**config.mk**
```make
export PLATFORM = sky130hd
export DESIGN_NAME = sid_bus_regs
export DESIGN_NICKNAME = d
export VERILOG_FILES = /design/src/rtl/sid_regs_pkg.sv /design/src/rtl/sid_pot_sampler.sv /design/src/rtl/sid_bus_regs.sv
export SDC_FILE = /design/constraint.sdc
export NUM_CORES = 1
export LEC_CHECK = 0
export BUFFER_PORTS_ARGS = -buffer_cell sky130_fd_sc_hd__buf_2
export CAP_MARGIN = 0
export CORE_ASPECT_RATIO = 1.25
export CORE_MARGIN = 2
export CORE_UTILIZATION = 33
export CTS_CLUSTER_DIAMETER = 60
export CTS_CLUSTER_SIZE = 14
export DETAILED_ROUTE_END_ITERATION = 8
export PLACE_DENSITY = 0.65
export SLEW_MARGIN = 20
export SYNTH_ARGS = -nofsm -noshare
export SYNTH_HDL_FRONTEND = slang
export SYNTH_SLANG_ARGS = --single-unit
export TNS_END_PERCENT = 30
```
**constraint.sdc**
```tcl
create_clock -name clock -period 7.6 [get_ports clock]
set_clock_uncertainty 0.05 [all_clocks]
set_input_delay 1.14 -clock clock [delete_from_list [all_inputs] [get_ports clock]]
set_output_delay 1.14 -clock clock [all_outputs]
set_load 0.01 [all_outputs]
```
**src/rtl/sid_regs_pkg.sv**
```systemverilog
// Shared definitions for the SID CPU-facing register file.
// Holds the $D400-$D41F address map (5-bit offsets), the per-voice register offsets,
// the packed per-voice register record and small address-decode helpers.
package sid_regs_pkg;

  localparam logic [4:0] SID_V1_BASE  = 5'h00;
  localparam logic [4:0] SID_V2_BASE  = 5'h07;
  localparam logic [4:0] SID_V3_BASE  = 5'h0E;
  localparam logic [4:0] SID_FC_LO    = 5'h15;
  localparam logic [4:0] SID_FC_HI    = 5'h16;
  localparam logic [4:0] SID_RES_FILT = 5'h17;
  localparam logic [4:0] SID_MODE_VOL = 5'h18;
  localparam logic [4:0] SID_POTX     = 5'h19;
  localparam logic [4:0] SID_POTY     = 5'h1A;
  localparam logic [4:0] SID_OSC3     = 5'h1B;
  localparam logic [4:0] SID_ENV3     = 5'h1C;

  // Offsets within one voice's 7-register block.
  localparam logic [2:0] SID_OFS_FREQ_LO = 3'd0;
  localparam logic [2:0] SID_OFS_FREQ_HI = 3'd1;
  localparam logic [2:0] SID_OFS_PW_LO   = 3'd2;
  localparam logic [2:0] SID_OFS_PW_HI   = 3'd3;
  localparam logic [2:0] SID_OFS_CONTROL = 3'd4;
  localparam logic [2:0] SID_OFS_ATT_DEC = 3'd5;
  localparam logic [2:0] SID_OFS_SUS_REL = 3'd6;

  typedef struct packed {
    logic [15:0] freq;
    logic [11:0] pw;
    logic [7:0]  control;
    logic [7:0]  att_dec;
    logic [7:0]  sus_rel;
  } sid_voice_regs_t;

  // Voice index 0..2 for a voice register address, 3 for anything else.
  function automatic logic [1:0] sid_voice_index(input logic [4:0] a);
    logic [1:0] idx;
    if (a < SID_V2_BASE) begin
      idx = 2'd0;
    end else if (a < SID_V3_BASE) begin
      idx = 2'd1;
    end else if (a < SID_FC_LO) begin
      idx = 2'd2;
    end else begin
      idx = 2'd3;
    end
    return idx;
  endfunction

  // Offset of a voice register address within its block.
  function automatic logic [2:0] sid_voice_offset(input logic [4:0] a);
    logic [4:0] rel;
    if (a < SID_V2_BASE) begin
      rel = a - SID_V1_BASE;
    end else if (a < SID_V3_BASE) begin
      rel = a - SID_V2_BASE;
    end else begin
      rel = a - SID_V3_BASE;
    end
    return rel[2:0];
  endfunction

endpackage

```
**src/rtl/sid_pot_sampler.sv**
```systemverilog
// One paddle axis of the pot sampling sequencer.
// The shared phase counter lives in the parent so both axes stay aligned; while its MSB is 0
// the capacitor is discharged, while it is 1 the first comparator hit captures phase[7:0].
// At phase wrap the captured value (or 8'hFF if never hit) becomes the visible pot value.
// Ports:
//   clock_i, reset_i  clock, synchronous active-high reset
//   ce_1m_i           1 MHz tick enable
//   phase_i           shared phase counter
//   cmp_i             comparator, 1 = capacitor charged past threshold
//   pot_o             last completed sample
module sid_pot_sampler #(
  parameter int unsigned PhaseW = 9
) (
  input  logic              clock_i,
  input  logic              reset_i,
  input  logic              ce_1m_i,
  input  logic [PhaseW-1:0] phase_i,
  input  logic              cmp_i,
  output logic [7:0]        pot_o
);

  logic       captured_q, captured_d;
  logic [7:0] pending_q, pending_d;
  logic [7:0] pot_q, pot_d;

  always_comb begin
    captured_d = captured_q;
    pending_d  = pending_q;
    pot_d      = pot_q;
    if (ce_1m_i) begin
      if (!phase_i[PhaseW-1]) begin
        captured_d = 1'b0;
      end else if (cmp_i && !captured_q) begin
        pending_d  = phase_i[7:0];
        captured_d = 1'b1;
      end
      // Use next-state so a hit on the very last count tick is still reported.
      if (&phase_i) begin
        pot_d = captured_d ? pending_d : 8'hFF;
      end
    end
  end

  always_ff @(posedge clock_i) begin
    if (reset_i) begin
      captured_q <= 1'b0;
      pending_q  <= 8'h00;
      pot_q      <= 8'h00;
    end else begin
      captured_q <= captured_d;
      pending_q  <= pending_d;
      pot_q      <= pot_d;
    end
  end

  assign pot_o = pot_q;

endmodule

```
**src/rtl/sid_bus_regs.sv**
```systemverilog
// CPU-facing register file for the SID core.
// Decodes 6502 accesses at $D400-$D41F, holds the write-only voice/filter/volume registers,
// returns POTX/POTY/OSC3/ENV3 and otherwise the decaying bus-latch value, and (with
// SID_POT_EN defined) contains the paddle sampling sequencer. Without SID_POT_EN, POTX/POTY
// read 8'hFF, pot_discharge is 0 and the comparators are ignored.
// Ports:
//   clock, reset             clock, synchronous active-high reset
//   ce_1m                    1 MHz phi2 tick enable (decay and pot timing only)
//   cs, we, addr, data_in    bus access, one per clock when cs is high
//   data_out                 registered read data, 1 clock latency, holds between reads
//   osc3, env3               voice-3 live values for read-back
//   pot_x_cmp, pot_y_cmp     pot comparators
//   pot_discharge            1 = discharge both pot capacitors
//   freq, pw, control, att_dec, sus_rel   {v3,v2,v1} voice registers
//   fc, res_filt, mode_vol   filter and volume registers
module sid_bus_regs
  import sid_regs_pkg::*;
#(
  parameter int unsigned DECAY_TICKS     = 8192,
  parameter int unsigned POT_PERIOD_LOG2 = 9
) (
  input  logic        clock,
  input  logic        reset,
  input  logic        ce_1m,
  input  logic        cs,
  input  logic        we,
  input  logic [4:0]  addr,
  input  logic [7:0]  data_in,
  output logic [7:0]  data_out,
  input  logic [7:0]  osc3,
  input  logic [7:0]  env3,
  input  logic        pot_x_cmp,
  input  logic        pot_y_cmp,
  output logic        pot_discharge,
  output logic [47:0] freq,
  output logic [35:0] pw,
  output logic [23:0] control,
  output logic [23:0] att_dec,
  output logic [23:0] sus_rel,
  output logic [10:0] fc,
  output logic [7:0]  res_filt,
  output logic [7:0]  mode_vol
);

  localparam int unsigned DecayW = $clog2(DECAY_TICKS + 1);
  localparam logic [DecayW-1:0] DecayLoad = DecayW'(DECAY_TICKS);

  sid_voice_regs_t voice_q [3];
  sid_voice_regs_t voice_d [3];
  logic [10:0]       fc_q, fc_d;
  logic [7:0]        res_filt_q, res_filt_d;
  logic [7:0]        mode_vol_q, mode_vol_d;
  logic [7:0]        latch_q, latch_d;
  logic [DecayW-1:0] decay_q, decay_d;
  logic [7:0]        data_out_q, data_out_d;

  logic [7:0] potx, poty;
  logic       wr, rd;
  logic [1:0] vidx;
  logic [2:0] vofs;
  logic       ro_hit;
  logic [7:0] ro_val;

  assign wr   = cs & we;
  assign rd   = cs & ~we;
  assign vidx = sid_voice_index(addr);
  assign vofs = sid_voice_offset(addr);

  // Register writes: any clock, independent of ce_1m.
  always_comb begin
    voice_d    = voice_q;
    fc_d       = fc_q;
    res_filt_d = res_filt_q;
    mode_vol_d = mode_vol_q;
    if (wr) begin
      for (int v = 0; v < 3; v++) begin
        if (vidx == 2'(v)) begin
          case (vofs)
            SID_OFS_FREQ_LO: voice_d[v].freq[7:0]  = data_in;
            SID_OFS_FREQ_HI: voice_d[v].freq[15:8] = data_in;
            SID_OFS_PW_LO:   voice_d[v].pw[7:0]    = data_in;
            SID_OFS_PW_HI:   voice_d[v].pw[11:8]   = data_in[3:0];
            SID_OFS_CONTROL: voice_d[v].control    = data_in;
            SID_OFS_ATT_DEC: voice_d[v].att_dec    = data_in;
            SID_OFS_SUS_REL: voice_d[v].sus_rel    = data_in;
            default: ;
          endcase
        end
      end
      case (addr)
        SID_FC_LO:    fc_d[2:0]  = data_in[2:0];
        SID_FC_HI:    fc_d[10:3] = data_in;
        SID_RES_FILT: res_filt_d = data_in;
        SID_MODE_VOL: mode_vol_d = data_in;
        default: ;
      endcase
    end
  end

  // Read-only register mux.
  always_comb begin
    ro_hit = 1'b1;
    ro_val = 8'h00;
    case (addr)
      SID_POTX: ro_val = potx;
      SID_POTY: ro_val = poty;
      SID_OSC3: ro_val = osc3;
      SID_ENV3: ro_val = env3;
      default:  ro_hit = 1'b0;
    endcase
  end

  // Bus latch with decay; a latching access in the same clock as expiry overrides the clear.
  always_comb begin
    latch_d    = latch_q;
    decay_d    = decay_q;
    data_out_d = data_out_q;
    if (ce_1m && (decay_q != '0)) begin
      decay_d = decay_q - DecayW'(1);
      if (decay_q == DecayW'(1)) begin
        latch_d = 8'h00;
      end
    end
    if (wr) begin
      latch_d = data_in;
      decay_d = DecayLoad;
    end else if (rd && ro_hit) begin
      latch_d = ro_val;
      decay_d = DecayLoad;
    end
    if (rd) begin
      data_out_d = ro_hit ? ro_val : latch_q;
    end
  end

  always_ff @(posedge clock) begin
    if (reset) begin
      for (int v = 0; v < 3; v++) begin
        voice_q[v] <= '0;
      end
      fc_q       <= '0;
      res_filt_q <= '0;
      mode_vol_q <= '0;
      latch_q    <= '0;
      decay_q    <= '0;
      data_out_q <= '0;
    end else begin
      voice_q    <= voice_d;
      fc_q       <= fc_d;
      res_filt_q <= res_filt_d;
      mode_vol_q <= mode_vol_d;
      latch_q    <= latch_d;
      decay_q    <= decay_d;
      data_out_q <= data_out_d;
    end
  end

`ifdef SID_POT_EN
  logic [POT_PERIOD_LOG2-1:0] phase_q, phase_d;

  always_comb begin
    phase_d = phase_q;
    if (ce_1m) begin
      phase_d = phase_q + POT_PERIOD_LOG2'(1);
    end
  end

  always_ff @(posedge clock) begin
    if (reset) begin
      phase_q <= '0;
    end else begin
      phase_q <= phase_d;
    end
  end

  assign pot_discharge = ~phase_q[POT_PERIOD_LOG2-1];

  sid_pot_sampler #(
    .PhaseW (POT_PERIOD_LOG2)
  ) u_pot_x (
    .clock_i (clock),
    .reset_i (reset),
    .ce_1m_i (ce_1m),
    .phase_i (phase_q),
    .cmp_i   (pot_x_cmp),
    .pot_o   (potx)
  );

  sid_pot_sampler #(
    .PhaseW (POT_PERIOD_LOG2)
  ) u_pot_y (
    .clock_i (clock),
    .reset_i (reset),
    .ce_1m_i (ce_1m),
    .phase_i (phase_q),
    .cmp_i   (pot_y_cmp),
    .pot_o   (poty)
  );
`else
  logic                       unused_pot_cmp;
  logic [POT_PERIOD_LOG2-1:0] unused_pot_phase;

  assign unused_pot_cmp   = pot_x_cmp ^ pot_y_cmp;
  assign unused_pot_phase = '0;
  assign potx             = 8'hFF;
  assign poty             = 8'hFF;
  assign pot_discharge    = 1'b0;
`endif

  assign freq     = {voice_q[2].freq, voice_q[1].freq, voice_q[0].freq};
  assign pw       = {voice_q[2].pw, voice_q[1].pw, voice_q[0].pw};
  assign control  = {voice_q[2].control, voice_q[1].control, voice_q[0].control};
  assign att_dec  = {voice_q[2].att_dec, voice_q[1].att_dec, voice_q[0].att_dec};
  assign sus_rel  = {voice_q[2].sus_rel, voice_q[1].sus_rel, voice_q[0].sus_rel};
  assign fc       = fc_q;
  assign res_filt = res_filt_q;
  assign mode_vol = mode_vol_q;
  assign data_out = data_out_q;

endmodule

```
# --- Yosys cells after proc, flatten, opt, wreduce, memory -nomap -nowiden ---
# Index checks and enable logic that the tools add are counted.
word_totals:
  regBits: 213
  inputBits: 36
  output_inout_bits: 192
classes:
  add_sub_neg: 3
  n_lt_le_gt_ge: 3
  eq_ne: 17
  n_mux: 15
  n_bitwise: 3
  reduce_logical: 36
ops:
  columns: ["operator", "n"]
  rows:
  - ["3-bit AND reduction", 21]
  - ["14-bit 2-to-1 mux", 3]
  - ["5-bit equality test, second input constant", 8]
  - ["8-bit 2-to-1 mux", 5]
  - ["8-bit case mux with 3 select lines", 1]
  - ["14-bit by 1-bit equality test with 1-bit output, second input constant", 1]
  - ["14-bit nonzero test", 1]
  - ["14-bit by 1-bit subtractor with 14-bit output, second input constant", 1]
  - ["2-bit AND reduction", 5]
  - ["3-bit equality test, second input constant", 3]
  - ["3-bit by 2-bit equality test with 1-bit output, second input constant", 2]
  - ["3-bit 2-to-1 mux", 2]
  - ["3-bit nonzero test", 2]
  - ["3-bit subtractor, second input constant", 2]
  - ["5-bit by 3-bit less-than comparator with 1-bit output, second input constant", 1]
  - ["5-bit by 4-bit less-than comparator with 1-bit output, second input constant", 1]
  - ["5-bit less-than comparator, second input constant", 1]
  - ["2-bit 2-to-1 mux", 2]
  - ["4-bit OR reduction", 1]
  - ["3-bit by 1-bit equality test with 1-bit output, second input constant", 1]
  - ["3-bit zero test", 1]
  - ["3-bit OR reduction", 1]
  - ["1-bit AND", 2]
  - ["2-bit by 1-bit equality test with 1-bit output, second input constant", 1]
  - ["6 further kinds", 8]

# --- Logic depth before layout (Yosys ltp) ---
# Gate-level depths: netlist (run 1).
logic_depth:
  depth_word: 6
  depth_mapped: 11
  ltp_nobuf: 7

# --- Worst setup path after synthesis (run 1) ---
# No wires, ideal clock.
synth_path:
  kind: "input -> register"
  from: "input port addr[0]"
  to: "register voice_q, in the netlist control[0]"
  setup_ps: 132
  arrival_ps: 3304
  required_ps: 7418
  path_slack_ps: 4114
  stages: 10
  path_buffers: 3
  path_cell_list: "buf_6 -> buf_2 -> inv_1 -> ha_1 -> or3_1 -> a21boi_1 -> a221oi_1 -> or4_1 -> buf_2 -> mux2i_1"
synth_between:
  elab_chain_len: 6
synth_rtl:
  columns: ["item", "line", "source"]
  rows:
  - ["from (decl)", "sid_bus_regs.sv:27", "input logic [4:0] addr,"]
  - ["5-bit less-than comparator", "sid_regs_pkg.sv:42", "end else if (a < SID_FC_LO) begin"]
  - ["1-bit 2-to-1 mux", "sid_regs_pkg.sv:42", null]
  - ["2-bit 2-to-1 mux", "sid_regs_pkg.sv:40", "end else if (a < SID_V3_BASE) begin"]
  - ["2-bit 2-to-1 mux", "sid_regs_pkg.sv:38", "if (a < SID_V2_BASE) begin"]
  - ["2-bit zero test", "sid_bus_regs.sv:77", "if (vidx == 2'(v)) begin"]
  - ["3-bit AND reduction (no source line) (*)", null, null]
  - ["to (signal assigned)", "sid_bus_regs.sv:148", "voice_q <= voice_d;"]
  - ["to (decl)", "sid_bus_regs.sv:48", "sid_voice_regs_t voice_q [3];"]
# Every way passes the cells marked *; elsewhere a longest branch is shown, timed or not.
# A chain may end at the register's enable or synchronous reset.

# --- Worst setup path in the final report (run 1) ---
layout_path:
  from: "input port addr[0]"
  to: "register voice_q, in the netlist control[3]"
# Same word-level chain as after synthesis.

==> results.md, run 1 <==
- Synthesis warning total: 0
- Wire length of the first global-routing pass: 39.0 mm
- Library cells used by synthesis: 65
- Share of flip-flops with an asynchronous set or reset after synthesis: 0%
- 1st-iter DRT viols: 327
- Power density normalized to cell area: ~230 nW/um2
- Antenna violations before repair: 1
- Input/output buffers: 224
- Placed wire-length estimate: about 17 mm
- Post-Syn Nets: between 900 and 1k
- FF+latch count, synth: 213
- Most common library cell in the layout ignoring fill and taps: buf_2
- Highest metal layer used by the detailed router: met5
- CP peak stage delay: 0.81 ns
- Number of max-slew violations in the final report: 0
- Sequential-to-total area share from yosys stat: 46.9%
- Clock edge transition at the registers on the reported setup and hold paths: roughly 0.06 ns
- Slew @ Worst Pin: 1.03 ns
- Crit path required time: slightly below 8 ns
- Buffering stage count on the worst path with inverters included: 1
- Setup repair after global routing missed its margin: false
- TritonCTS clock tree: done
- Final-report hold violation count: 0
- Min-delay worst type: reg2reg
- Setup crit start kind: primary input
- Total via count after detailed routing: 7020
- Filler cell count: 2680
- Outcome: complete, no violations
- Count of max-cap constraint violations: 0
- Effective utilization at floorplan: 33.7%
- Cts-stage hold buffer count: 0
- Num ports: ~230
- Total global-route track usage: 16.7%
- Arrival @ worst endpoint: 4.06 ns
- Die Height: 190 um
- Total chip power: 2.55 mW
- Critical Path Fanout Max: 25
- Number of standard cells in the final layout excluding fillers: between 1k and 1.5k
- Maximum number of pins on one net before global-route repair: 106
- Setup slack after layout: roughly 3.8 ns
- Final GP Congestion: a little under 0.8
- Detailed-router iteration count before antenna repair: 4
- Wl on met1: 11.0 mm
- Post-CTS setup-driven buffer insertion count: 0
- Cells after synthesis: 889
- Total number of H-tree levels: 1
- Routed length on met2: about 12 mm
- Number of standard-cell rows in the floorplan: 67
- Final-layout setup total negative slack: 0 ns
- Dpl ws: 3.30 ns
- Overall die area: 28900 um2
- Total area of multi-input combinational cells: 4500 um2
- Slew margin rel.: 31.0%
- Post-DR vias/cell: 4.92
- Number of setup violations in the final report: 0
- Drt wl/cell: between 15 and 20 um
- Leakage power summed over all cells: about 5.0 nW
- Largest buffer count on any clock path: 3
- Endpoint type of the worst setup path: flop
- Antenna Nets Post-Route: 0
- Fraction of layout cells with a size suffix above 1: 26.6%
- Final global-route overflow total: 0
- Worst hold slack across all endpoints: 0.406 ns
- Clock root buffer: clkbuf_16
- Total Nets Final: 1121
- Residual DRC count: 0
- Placed cell areas: 10400 um2
- Cells traversed along the worst timing path: buf_2 -> ha_1 -> xor2_1 -> o211a_1 -> nor2_4 -> or4_1 -> mux2i_1
- Share of the core filled with cells: about two fifths
- Growth of design area from synthesis to finish: 20.7%
- Post-detailed-routing wire length: 25.0 mm
- Fraction of the cycle the final worst path needs: 49.6%
- Syn Area/Cell: 10.2 um2
- Minimum period implied by the final worst setup slack: approximately 3.8 ns
- Cell at the slowest stage of the critical path: or4_1
- Latest clock arrival within the worst-skew pair: 0.49 ns
- Clock Sinks: 213
- Number of placed cells counting well taps: around 1.4k
- Peak Freq: approximately 0.27 GHz
- Final cell area excluding filler cells: 11000 um2
- Cell type group with the largest total delay on the critical path: simple AND/OR/NAND/NOR gates
- Post-synthesis instance area: about 9100 um2
- Reg area: approximately 4300 um2
- Number of buffers inserted during clock tree synthesis: 20
- Via count of the first global-routing pass: 6762
- Number of enable flip-flop cells after synthesis: 0
- WS Path Type: in2reg
- Max IR drop VDD: between 100 and 150 uV
- Wire length on met3: ~1.7 mm
- Most used DFF post-synth: dfxtp_1
- Area inside the core boundary: between 20000 and 30000 um2
- Commonest cells after routing, fill and taps aside: buf_2 (223), dfxtp_1 (213), mux2i_1 (167)
- Post_cts resized: 0
- Horizontal die dimension: 152 um
-- area by class of cell --
cell class / count / share of cell area [%]
clock inverters: 5 / 0.513
diodes: 1 / 0.0228
clock buffers: 22 / 4.92
repair buffers: 227 / 10.4
flip-flops and latches: 213 / 38.9
well taps: 345 / 3.94
inverters: 7 / 0.240
multi-input cells: 607 / 41.0
-- per-layer routing --
metal | up-vias | global-route usage, %
met4 | 2 | 3.60
met2 | 208 | 28.3
met3 | 31 | 4.10
met1 | 3338 | 21.6
met5 | - | 0
li1 | 3441 | -
-- tightest hold or removal path: stages (launching register included) --
cell and delay (ns):
dfxtp_1 0.31, nand2_1 0.05, a21oi_1 0.05
-- final timing paths --
path         cells past startpoint           to  slack [ns]         from
max reg2reg                      7   decay_q[1]        5.00   decay_q[0]
min                              2  res_filt[3]        0.41  res_filt[3]
min reg2reg                      2  res_filt[3]        0.41  res_filt[3]
max                              7   control[3]        3.83      addr[0]
-- cells in the mapped netlist (2+ instances only) --
cell type / number / area share (%)
a22oi_1: 8 / 0.66
a221oi_1: 9 / 0.87
xnor2_1: 5 / 0.48
a21boi_1: 2 / 0.17
a2111oi_4: 5 / 1.5
a21oi_1: 34 / 1.9
a221oi_4: 3 / 0.87
xor2_1: 5 / 0.48
nor3_1: 6 / 0.33
nor2_1: 88 / 3.6
buf_2: 5 / 0.28
nor4_1: 3 / 0.21
buf_6: 5 / 0.62
nand2_1: 41 / 1.7
a31oi_1: 8 / 0.55
o211a_1: 2 / 0.22
a21boi_0: 2 / 0.17
or4_1: 6 / 0.50
buf_4: 5 / 0.41
a221o_1: 3 / 0.33
o21ai_0: 3 / 0.17
and3b_1: 2 / 0.19
nand3_2: 9 / 0.99
or3_1: 3 / 0.21
o22ai_1: 2 / 0.14
mux2i_1: 167 / 18
nand2b_1: 112 / 7.7
nand3_1: 33 / 1.8
clkbuf_1: 46 / 1.9
nand4_1: 3 / 0.21
a21o_1: 2 / 0.17
o21ai_1: 2 / 0.11
inv_1: 7 / 0.29
dfxtp_1: 213 / 47
and3_1: 2 / 0.14
ha_1: 9 / 1.2
-- power by group --
part           leakage, nW  switching [mW]  internal, mW
registers             1.72          0.0315          1.16
clock network        0.293           0.413         0.538
logic                 3.03           0.246         0.167
total                 5.04           0.691          1.86
-- registers in the layout (all words and copies together), names as in the netlist --
name / count
sus_rel: 24
data_out: 8
control: 24
att_dec: 24
fc: 11
mode_vol: 8
decay_q: 14
res_filt: 8
latch_q: 8
pw: 36
freq: 48
-- logic make-up (layout without fill, tap and decap cells) --
family,count (synthesis),after routing,synth area share (%)
xor gates and xnor gates,10,10,0.964
other,1,2,0.0413
adders and majority gates,9,9,1.24
and+or+nand+nor,324,324,19.4
buffers and inverters,69,261,3.54
muxes,168,168,18.5
AOI/OAI and AO/OA,95,95,9.36
DFF,213,213,46.9
(Power assumes the default switching activity.)
==> inputs of run 2 (changes only) <==
- PLACE_DENSITY: 0.65 -> 0.67
- clock period: 7.6 -> 3.3 ns (I/O delays scaled with it)
==> results.md, run 2 (synthesis gave the netlist of run 1 again) <==
- Via count of the first global-routing pass: 6981
- Worst hold slack across all endpoints: about 0.26 ns
- Slew margin rel.: 30.1%
- Total number of H-tree levels: 1
- Final-layout setup total negative slack: 0 ns
- Clock Sinks: 213
- Latest clock arrival within the worst-skew pair: ~0.5 ns
- Post_cts resized: 0
- Number of standard cells in the final layout excluding fillers: 1443
- Power density normalized to cell area: 541 nW/um2
- Input/output buffers: about 220
- Number of standard-cell rows in the floorplan: 67
- Growth of design area from synthesis to finish: 22.7%
- TritonCTS clock tree: done
- Total Nets Final: 1139
- Beginning of the worst register-to-register path: decay_q[0]
- Num ports: 228
- Number of max-slew violations in the final report: 0
- Max FFs per register: 48
- Crit path required time: 3.59 ns
- Post-detailed-routing wire length: ~26 mm
- Diode count: 0
- Residual DRC count: 0
- Total via count after detailed routing: 7124
- Most common library cell in the layout ignoring fill and taps: buf_2
- Fraction of layout cells with a size suffix above 1: 27.8%
- Max IR drop VDD: 376 uV
- Outcome: complete, no violations
- Reg-to-reg setup timing slack: 0.73 ns
- Area inside the core boundary: 27000 um2
- Slew @ Worst Pin: ~1.0 ns
- Antenna Nets Post-Route: 0
- Number of buffers inserted during clock tree synthesis: 20
- Count of max-cap constraint violations: 0
- Overall die area: 28900 um2
- Final cell area excluding filler cells: 11100 um2
- Cts-stage hold buffer count: 0
- Total global-route track usage: 17.0%
- Arrival @ worst endpoint: approximately 3 ns
- Die Height: 190 um
- Final-report hold violation count: 0
- Endpoint type of the worst setup path: flop
- Leakage power summed over all cells: 5.15 nW
- Number of placed cells counting well taps: 1417
- Wire length of the first global-routing pass: 39.7 mm
- Effective utilization at floorplan: about a third
- Final global-route overflow total: 0
- Antenna violations before repair: 2
- WS Path Type: in2reg
- Min-delay worst type: in2reg
- Minimum period implied by the final worst setup slack: roughly 2.7 ns
- Setup crit start kind: primary input
- Placed wire-length estimate: around 18 mm
- Clock root buffer: clkbuf_16
- Detailed-router iteration count before antenna repair: 4
- Drt wl/cell: 17.9 um
- Number of setup violations in the final report: 0
- Placed cell areas: 10500 um2
- Horizontal die dimension: 152 um
- Commonest cells after routing, fill and taps aside: buf_2 (223), dfxtp_1 (213), mux2i_1 (167)
- Capturing point of the worst reg2reg path: decay_q[1]
- Critical Path Fanout Max: 12
- Clock edge transition at the registers on the reported setup and hold paths: 0.06 ns
- 1st-iter DRT viols: 301
- Post-CTS setup-driven buffer insertion count: 0
- Filler cell count: 2670
- Setup crit end: sus_rel[6]
- Maximum number of pins on one net before global-route repair: 121
- Setup crit start: addr[2]
- Fraction of the cycle the final worst path needs: 81.8%
- Post-DR vias/cell: 4.94
- Peak Freq: 0.370 GHz
- Largest buffer count on any clock path: 3
- Setup repair after global routing missed its margin: false
- Worst R2R Path Depth: 7
- Total chip power: about 6 mW
- Final GP Congestion: 0.806
==> run 2: cell types whose count changed in the layout (fill, tap and decap cells not counted) <==
cell,change
buf_4,+17
clkinv_2,-2
diode_2,-1
buf_12,+1
bufinv_16,+2
clkbuf_8,-1
==> run 2: worst min path at each step <==
stage | start | end | slack, ns | cells past startpoint
global placement | fc[2] | fc[2] | 0.39 | 2
detailed placement | res_filt[7] | res_filt[7] | 0.39 | 2
global route | osc3[3] | data_out[3] | 0.28 | 3
floorplan | latch_q[0] | latch_q[0] | 0.42 | 2
CTS | env3[3] | data_out[3] | 0.25 | 3
finish | env3[3] | data_out[3] | 0.26 | 3
==> run 2: worst max-delay path, stage by stage <==
cell and delay, ns:
buf_2 0.21, ha_1 0.51, a21oi_1 0.22, o2bb2ai_4 0.40, nor2_4 0.15, or4_1 0.79
mux2i_1 0.21
==> run 2: metal layers <==
metal | wire length, um | part of all wire (%) | GRT usage (%) | vias to the layer above
met2 | 12300 | 48 | 29.3 | 202
met3 | 1850 | 7.2 | 4.40 | 34
met5 | 18 | 0.070 | 0 | -
met4 | 393 | 1.5 | 4.34 | 4
li1 | - | - | - | 3472
met1 | 11200 | 44 | 21.3 | 3412
==> run 2: through the flow <==
step	worst slack (ns)	util, %
5_1_grt	0.498	41.3
6_report	0.599	41.3
3_5_place_dp	0.0934	39.0
3_3_place_gp	0.156	39.0
2_1_floorplan	0.459	-
4_1_cts	0.630	41.3
==> run 2: power by group <==
| part | switching, mW | internal, mW |
|---|---|---|
| clock network | 0.962 | 1.37 |
| registers | 0.0735 | 2.66 |
| logic | 0.568 | 0.393 |
==> run 2: area by class of cell <==
type / instances / area [um2] / share of cell area, %
tap: 345 / 432 / 3.87
multi-input combinational: 607 / 4500 / 40.4
timing repair buffer: 245 / 1290 / 11.6
clock buffer: 21 / 526 / 4.71
clock inverter: 5 / 106 / 0.954
sequential: 213 / 4260 / 38.2
inverter: 7 / 26.3 / 0.236
==> inputs of run 3 (changes only) <==
- ABC_AREA: default -> 1
- PLACE_DENSITY: 0.67 -> 0.66
- clock period: 3.3 -> 2.2 ns (I/O delays scaled with it)
==> results.md, run 3 <==
- Outcome: complete, no violations
- Yosys top cell by area: dfxtp_1
- Post-CTS setup-driven buffer insertion count: 0
- Synthesis warning total: 0
- Maximum number of pins on one net before global-route repair: 75
- Post-Syn Nets: 1430
- Library cells used by synthesis: 37
- Placed wire-length estimate: 20.3 mm
- Effective utilization at floorplan: 33.2%
- Cells traversed along the worst timing path: nor2_1 -> nand3_1 -> nor3_1 -> nand2_1 -> o21ai_0 -> nand3_1 -> nand2_1 -> inv_1
- Cell with the most instances after synthesis: nor2_1
- CP peak stage delay: 0.46 ns
- Antenna Nets Post-Route: 0
- Endpoint type of the worst setup path: flop
- Latest clock arrival within the worst-skew pair: a little over 0.5 ns
- Final GP Congestion: 0.802
- Cts-stage hold buffer count: 0
- Number of setup violations in the final report: 0
- Hold path startpoint: reset
- Number of standard-cell rows in the floorplan: 70
- WS Path Type: reg2reg
- Capture endpoint of the worst hold path: pw[20]
- Residual DRC count: 0
- Min-delay worst type: in2reg
- Growth of design area from synthesis to finish: 24.7%
- Count of max-cap constraint violations: 0
- Slew @ Worst Pin: ~0.76 ns
- Post-synthesis instance area: 9660 um2
- Reg-to-reg setup timing slack: 0.44 ns
- TritonCTS clock tree: done
- Total via count after detailed routing: 9351
- Number of standard cells in the final layout excluding fillers: 2016
- Crit path required time: about 2.6 ns
- Post-detailed-routing wire length: slightly below 30 mm
- Fraction of layout cells with a size suffix above 1: 22.0%
- Drt wl/cell: ~15 um
- Top-area cell type share of the netlist area: 44.1%
- Max FFs per register: 48
- Area inside the core boundary: 29100 um2
- Most common library cell in the layout ignoring fill and taps: nor2_1
- Number of enable flip-flop cells after synthesis: 0
- FF+latch count, synth: around 210
- Peak Freq: 0.568 GHz
- Largest cells by area after synthesis: dfxtp_1 (44%), nor2_1 (13%), nand2_1 (13%), nand4_1 (5.4%), inv_1 (5.0%)
- Overall die area: 30700 um2
- Input/output buffers: 224
- Worst R2R Path Depth: 8
- Final global-route overflow total: 0
- Total number of H-tree levels: 1
- Most instantiated cells after synthesis: nor2_1 (342), nand2_1 (338), dfxtp_1 (213)
- Die Height: about 200 um
- Detailed-router iteration count before antenna repair: 6
- Commonest cells after routing, fill and taps aside: nor2_1 (342), nand2_1 (338), buf_2 (224)
- Setup repair after global routing missed its margin: false
- Cell type group with the largest total delay on the critical path: simple AND/OR/NAND/NOR gates
- 1st-iter DRT viols: between 400 and 500
- Beginning of the worst register-to-register path: decay_q[2]
- Buffering stage count on the worst path with inverters included: 1
- Cell depth of the worst hold path: 2
- Largest buffer count on any clock path: 3
- Post-DR vias/cell: 4.64
- Cells after synthesis: 1385
- Share of the core filled with cells: 41.4%
- Capturing point of the worst reg2reg path: decay_q[13]
- Clock edge transition at the registers on the reported setup and hold paths: 0.06 ns
- Max IR drop VDD: 521 uV
- Sequential-to-total area share from yosys stat: around 44%
- Cell at the slowest stage of the critical path: nor3_1
- Total chip power: approximately 9.8 mW
- Clock root buffer: clkbuf_16
- Final-layout setup total negative slack: 0 ns
- Number of max-slew violations in the final report: 0
- Arrival @ worst endpoint: about 2.1 ns
- Share of flip-flops with an asynchronous set or reset after synthesis: 0%
- Critical Path Fanout Max: 5
- Syn Area/Cell: 6.97 um2
- Worst hold slack across all endpoints: 0.165 ns
- Clock Sinks: ~210
- Via count of the first global-routing pass: 8770
- Fraction of the cycle the final worst path needs: 80.0%
- Num ports: roughly 230
- Number of placed cells counting well taps: 1982
- Post_cts resized: 0
- Minimum period implied by the final worst setup slack: 1.76 ns
- Most used DFF post-synth: dfxtp_1
- Leakage power summed over all cells: 6.20 nW
- Total global-route track usage: a little under a fifth
- Number of buffers inserted during clock tree synthesis: 21
- Horizontal die dimension: 157 um
- Wire length of the first global-routing pass: 45.8 mm
- Setup crit start kind: flop
- Final-report hold violation count: 0
- Antenna violations before repair: 2
- Slew margin rel.: 49.1%
- Total Nets Final: 1654
- Power density normalized to cell area: 812 nW/um2
-- run 3: worst max-delay path by stage --
stage | cells after the start | to | from
2_1_floorplan | 11 | sus_rel[3] | addr[1]
4_1_cts | 8 | decay_q[13] | decay_q[2]
3_3_place_gp | 11 | sus_rel[7] | addr[1]
3_5_place_dp | 11 | sus_rel[1] | addr[1]
5_1_grt | 8 | decay_q[13] | decay_q[2]
6_report | 8 | decay_q[13] | decay_q[2]
-- run 3: cells by family after synthesis --
family / share of synthesized area [%]
compound gates: 4.90
xor+xnor: 0.453
fa+ha+maj: 1.17
buf+inv: 9.48
flops: 44.1
other cells: 0.0388
simple gates: 39.8
-- run 3: power by group --
group / internal, mW / switching [mW]
registers: 4.03 / 0.131
clock network: 2.05 / 1.54
logic: 0.735 / 1.31
total: 6.81 / 2.98
-- run 3: per-layer routing --
layer | track usage [%] | part of all wire (%) | vias to the layer above
met5 | 0 | 0 | -
met4 | 7.21 | 3.2 | 0
met3 | 4.66 | 6.9 | 59
met2 | 31.6 | 48 | 253
met1 | 22.9 | 42 | 4278
li1 | - | - | 4761
-- run 3: final cells by class --
type / count / area, um2
tap: 396 / 495
timing repair buffer: 278 / 1610
clock inverter: 8 / 109
clock buffer: 24 / 557
multi-input combinational: 959 / 4490
inverter: 136 / 518
sequential: 213 / 4260
antenna: 2 / 5.00
fill: 3052 / 17000
-- run 3: worst reg2reg max path: stages, from the launching register on --
cell and delay [ns]:
dfxtp_1 0.33, nor2_1 0.18, nand3_1 0.15, nor3_1 0.46, nand2_1 0.13, o21ai_0 0.17
nand3_1 0.08, nand2_1 0.06, inv_1 0.04
-- run 3: through the flow --
stage          area (um2)  worst slack (ns)
4_1_cts             12000             0.449
5_1_grt             12000             0.216
6_report            12000             0.440
3_5_place_dp        11400           -0.0493
2_1_floorplan        9660             0.219
3_3_place_gp        11400            0.0168
